### src/rtl/build_stamp_shifter.sv
// Build-stamp and uptime frame, read out through a capture/shift/update strobe port.
// Optional feature macro: STAMP_UPTIME_EN builds the uptime counter, its prescaler and the 0xA5 clear command.
module build_stamp_shifter #(
    parameter int unsigned REVISION    = 70,
    parameter int unsigned SUBREVISION = 2,
    parameter int unsigned YEAR        = 23,
    parameter int unsigned MONTH       = 1,
    parameter int unsigned DAY         = 17,
    parameter int unsigned HOUR        = 18,
    parameter int unsigned MINUTE      = 12,
    parameter int unsigned CLK_HZ      = 50000000,
    parameter int unsigned UPTIME_W    = 32
) (
    input  logic                clk,
    input  logic                rst_n,
    input  logic                cdr,
    input  logic                sdr,
    input  logic                udr,
    input  logic                tdi,
    output logic                tdo,
    output logic [UPTIME_W-1:0] uptime_s,
    output logic [7:0]          cmd_q
);

    localparam int unsigned STAMP_W = 38;

    localparam logic [STAMP_W-1:0] STAMP = {
        6'(MINUTE), 5'(HOUR), 5'(DAY), 4'(MONTH),
        7'(YEAR), 4'(SUBREVISION), 7'(REVISION)
    };

`ifdef STAMP_UPTIME_EN
    localparam int unsigned FRAME_W = STAMP_W + UPTIME_W;
`else
    localparam int unsigned FRAME_W = STAMP_W;
`endif

    if (CLK_HZ < 2 || UPTIME_W < 8) begin : g_bad_cfg
        $error("build_stamp_shifter: needs CLK_HZ >= 2 and UPTIME_W >= 8");
    end

    logic [FRAME_W-1:0] sr_q;
    logic [FRAME_W-1:0] sr_d;
    logic [FRAME_W-1:0] frame;
    logic [7:0]         cmd_d;
    logic               do_cap;
    logic               do_shift;
    logic               do_upd;

    // Capture beats shift, shift beats update.
    assign do_cap   = cdr;
    assign do_shift = sdr & ~cdr;
    assign do_upd   = udr & ~cdr & ~sdr;

    assign tdo = sr_q[0];

`ifdef STAMP_UPTIME_EN
    localparam int unsigned PRESC_W = $clog2(CLK_HZ);

    logic [PRESC_W-1:0]  presc_q;
    logic [PRESC_W-1:0]  presc_d;
    logic [UPTIME_W-1:0] uptime_q;
    logic [UPTIME_W-1:0] uptime_d;
    logic                tick;
    logic                clr;

    assign tick = (presc_q == PRESC_W'(CLK_HZ - 1));
    assign clr  = do_upd && (sr_q[FRAME_W-1 -: 8] == 8'hA5);

    // Seconds prescaler and uptime counter; the clear command wins over a tick.
    always_comb begin
        presc_d  = presc_q;
        uptime_d = uptime_q;
        if (clr) begin
            presc_d  = '0;
            uptime_d = '0;
        end else if (tick) begin
            presc_d  = '0;
            uptime_d = uptime_q + 1'b1;
        end else begin
            presc_d  = presc_q + 1'b1;
        end
    end

    // Uptime state registers.
    always_ff @(posedge clk or negedge rst_n) begin
        if (!rst_n) begin
            presc_q  <= '0;
            uptime_q <= '0;
        end else begin
            presc_q  <= presc_d;
            uptime_q <= uptime_d;
        end
    end

    assign uptime_s = uptime_q;
    assign frame    = {uptime_q, STAMP};
`else
    assign uptime_s = '0;
    assign frame    = STAMP;
`endif

    // Shift register and command byte next-state.
    always_comb begin
        sr_d  = sr_q;
        cmd_d = cmd_q;
        unique case (1'b1)
            do_cap:   sr_d = frame;
            do_shift: sr_d = {tdi, sr_q[FRAME_W-1:1]};
            do_upd:   cmd_d = sr_q[FRAME_W-1 -: 8];
            default:  ;
        endcase
    end

    // Shift register and command byte state.
    always_ff @(posedge clk or negedge rst_n) begin
        if (!rst_n) begin
            sr_q  <= '0;
            cmd_q <= 8'h00;
        end else begin
            sr_q  <= sr_d;
            cmd_q <= cmd_d;
        end
    end

endmodule
### config.mk
export PLATFORM = sky130hd
export DESIGN_NAME = build_stamp_shifter
export DESIGN_NICKNAME = d
export VERILOG_FILES = /design/src/rtl/build_stamp_shifter.sv
export SDC_FILE = /design/constraint.sdc
export NUM_CORES = 1
export LEC_CHECK = 0
export BUFFER_PORTS_ARGS = -buffer_cell sky130_fd_sc_hd__buf_2
export CAP_MARGIN = 20
export CORE_ASPECT_RATIO = 0.6
export CORE_UTILIZATION = 53
export DETAILED_ROUTE_END_ITERATION = 8
export GPL_ROUTABILITY_DRIVEN = 0
export GPL_TIMING_DRIVEN = 0
export PLACE_DENSITY_LB_ADDON = 0.3
export SLEW_MARGIN = 15
export SYNTH_ARGS = -nofsm -noshare
export SYNTH_HDL_FRONTEND = slang
export SYNTH_SLANG_ARGS = --single-unit
### constraint.sdc
create_clock -name clk -period 1.1 [get_ports clk]
set_input_delay 0.22 -clock clk [delete_from_list [all_inputs] [get_ports clk]]
set_output_delay 0.22 -clock clk [all_outputs]
set_load 0.02 [all_outputs]
# --- Word-level counts from Yosys, hierarchy flattened ---
# Cells that the tools add are included.
totals:
  register_bits: 46
  in_bits: 6
  word_cells: 9
classes:
  n_mux: 1
  bitwise: 5
  n_reduce_logical: 1
op_table:
  columns: ["op", "count"]
  rows:
  - ["38-bit one-hot mux with 2 select lines", 1]
  - ["1-bit AND", 3]
  - ["1-bit inverter", 2]
  - ["2-bit nonzero test", 1]

# --- Depth between registers and ports, before layout ---
depth:
  word_depth: 3
  depth_mapped: 5

# --- Worst setup path after synthesis ---
# No wires, ideal clock.
synth_path:
  kind: "input -> register"
  from: "input port sdr"
  to: "register cmd_q[0]"
  setup_time_ns: 0.125
  arrival_ns: 1.025
  setup_slack_ns: -0.050
  stages: 3
  path_cell_list: "buf_6 > nor3b_4 > mux2_2"
synth_between:
  elab_chain_cells: 2
synth_rtl:
  columns: ["element", "line_no", "source"]
  rows:
  - ["start, declared", "17", "input logic sdr,"]
  - ["1-bit inverter", "53", "assign do_upd = udr & ~cdr & ~sdr;"]
  - ["1-bit AND", "53", null]
  - ["end signal, assigned", "122", "cmd_q <= cmd_d;"]
  - ["end, declared", "22", "output logic [7:0] cmd_q"]
# Every way passes these cells.
# A chain may end at the register's enable or synchronous reset.

# --- Worst setup path after layout ---
layout_path:
  from: "register cmd_q[7]"
  to: "output port cmd_q[7]"
# No word-level cell between the ends.

==> results.toml <==
[clock_network]
cts_tree = "done"
post_cts_buffers = 0
clk_pin_slew_ns = 0.08
clockBufferDepth = 2
cts-resized-gates = 0
cts_buffers = 5
clk_latency_ns = 0.30
cts_root_buf = "clkbuf_8"
cts_hold_buf = 0
htree_num_levels = 2
clock_sinks = 46

[timing]
relSlewSlack = 0.6480
finalMaxSlewViolations = 0
fin_crit_sh = 0.9652
final-hold-violation-count = 0
period_needed_ns = 1.062
rsz0062_at_grt = "no"
clock_skew_ns = 0.003696
setup_violations = 0
fmax_ghz = 0.9418
tightest_slew_ns = 0.5280

[detailed_routing]
drc = 0
drt_pass1_iterations = 4
wl_per_cell_um = 12.76
drtIter0Drc = 50
via_per_inst = 4.634
num_vias = 1265
wirelength_um = 3484
final_antenna_net_count = 0

[logic_synthesis]
synth_area_um2 = 2115
yosysWarnings = 0
syn_inst = 174
seq_area_frac_synth = 0.5444
synth_cell_types = 13
avgSynthCellArea_um2 = 12.15
synth_seq_cells = 46

[power]
ir_worst_vdd_mv = 1.033
p_sw_frac = 0.2703
p_clk_frac = 0.284
power.internal_w = 0.002587
seq_power_share = 0.534
p_sw_w = 0.0009581
leakage_nw = 1.311
finalPower_w = 0.003545
p_per_area_nw_per_um2 = 1432
power_frac_comb = 0.182

[setup_path]
critPathMaxFanout = 2
regToRegStartpoint = "sr_q[34]"
arrival_ns = 0.84
critPathTopFamily = "flip-flops"
required_ns = 0.88
start_kind = "register"
critPathKind = "reg2out"
cp-end-kind = "output port"
crit_path_cell_trace = "buf_2"
worstSetupStartpoint = "cmd_q[7]"
cpPeakStageDelay_ns = 0.38
crit_buf_inv = 1
crit_slowest_cell = "dfrtp_1"

[flow_run]
timing.max_cap.violations = 0

[global_routing]
grt_pass1_vias = 1178
grt_usage = 0.1829
grt_pass1_wl_um = 5754
grt-ovfl-total = 0
antenna_found_initial = 0
grt_max_degree = 47

[die]
coreArea_um2 = 3744
die_area_um2 = 4255
initial_core_util = 0.5648
die_x_um = 83.55
rows = 17
io_pins = 47
die_y_um = 50.93

[final_layout]
syn2layout_area_growth_pct = 17.04
n_antenna_cell = 0
nets = 233
final_cells = 273
drive_gt1_frac = 0.3009

[run_status]
outcome = "complete, no violations"

[hold_path]
hold_path_class = "in2reg"
min_from = "tdi"

[place]
numPortBuffers = 13
dp_cells = 265
dpl.hpwl_um = 2349
## cell usage after synthesis
cell type	n	area (µm²)
dfrtp_1	46	1151
buf_4	35	262.8
mux2i_1	23	230.2
nor2_1	23	86.33
a211o_1	15	131.4
nor2b_1	13	81.33
mux2_2	8	90.09
clkbuf_1	3	11.26
and2b_1	2	15.01
buf_2	2	10.01
buf_6	2	22.52
conb_1	1	3.750
nor3b_4	1	18.77
## sequential cells by signal (all words and copies together), names as in the netlist
register	cells
sr_q	38
cmd_q	8
## cell families after synthesis
family          Yosys count  share of synthesized area
simple gates             39                    0.09526
buf+inv                  42                     0.1450
mux                      31                     0.1515
other cells               1                   0.001773
compound gates           15                    0.06213
flops                    46                     0.5444
## cells in the final DEF, fill, tap and decap left out, drive strengths merged
cell and n:
a211o 15, mux2i 23, nor2 23, nor2b 13, and2b 2, conb 32, clkbuf 9, dfrtp 46
dlygate4sd3 1, mux2 8, buf 53, nor3b 1
## layout make-up
cell class,count,area (µm²)
fill,289,1269
sequential,46,1151
multi-input combinational,117,773.2
buffer,42,306.5
timing repair buffer,15,102.6
clock buffer,6,82.58
tap,47,58.81
## worst register-to-register path, cell delays in order, from the launching register on
cell	delay [ns]
dfrtp_1	0.42
nor2b_1	0.15
a211o_1	0.26
## power groups by stage
| stage | Clock [W] | Sequential (W) | Combinational, W |
|---|---|---|---|
| after floorplan | 0 | 0.00197 | 0.000426 |
| after global placement | 0 | 0.00192 | 0.000614 |
| after detailed placement | 0 | 0.00193 | 0.000624 |
| after CTS | 0.00103 | 0.00189 | 0.000626 |
| after global routing | 0.00110 | 0.00191 | 0.000698 |
| final | 0.00101 | 0.00189 | 0.000644 |
## layer usage
metal	track usage	routed length, µm	vias to the layer above
met5	0	0	-
met4	0.07627	55	0
met3	0.05654	165	7
met2	0.2432	1326	29
met1	0.2746	1937	607
li1	-	-	622
## per-stage QoR
| step | hold slack, ns | instance area [µm²] | setup TNS (ns) | setup WS, ns | utilization |
|---|---|---|---|---|---|
| after floorplan | -0.07559 | 2231 | -0.3996 | -0.04995 | - |
| after global placement | 0.4427 | 2355 | -3.582 | -0.2034 | 0.6290 |
| after global routing | 0.1988 | 2475 | 0 | 0.000003386 | 0.6611 |
| final | 0.1837 | 2475 | 0 | 0.03825 | 0.6611 |
| after CTS | 0.1025 | 2437 | 0 | 0.02539 | 0.6511 |
| after detailed placement | 0.4311 | 2355 | -4.017 | -0.2354 | 0.6290 |
## final timing paths
kind,to,slack [ns],depth (start not counted)
hold / removal,sr_q[37],0.18,3
max in group asynchronous,sr_q[1],0.17,3
min in group asynchronous,sr_q[32],0.43,2
setup / recovery,cmd_q[7],0.04,1
hold reg to reg,sr_q[12],0.49,1
setup reg to reg,sr_q[34],0.17,2
No activity file was read; power rests on OpenSTA's default activity.
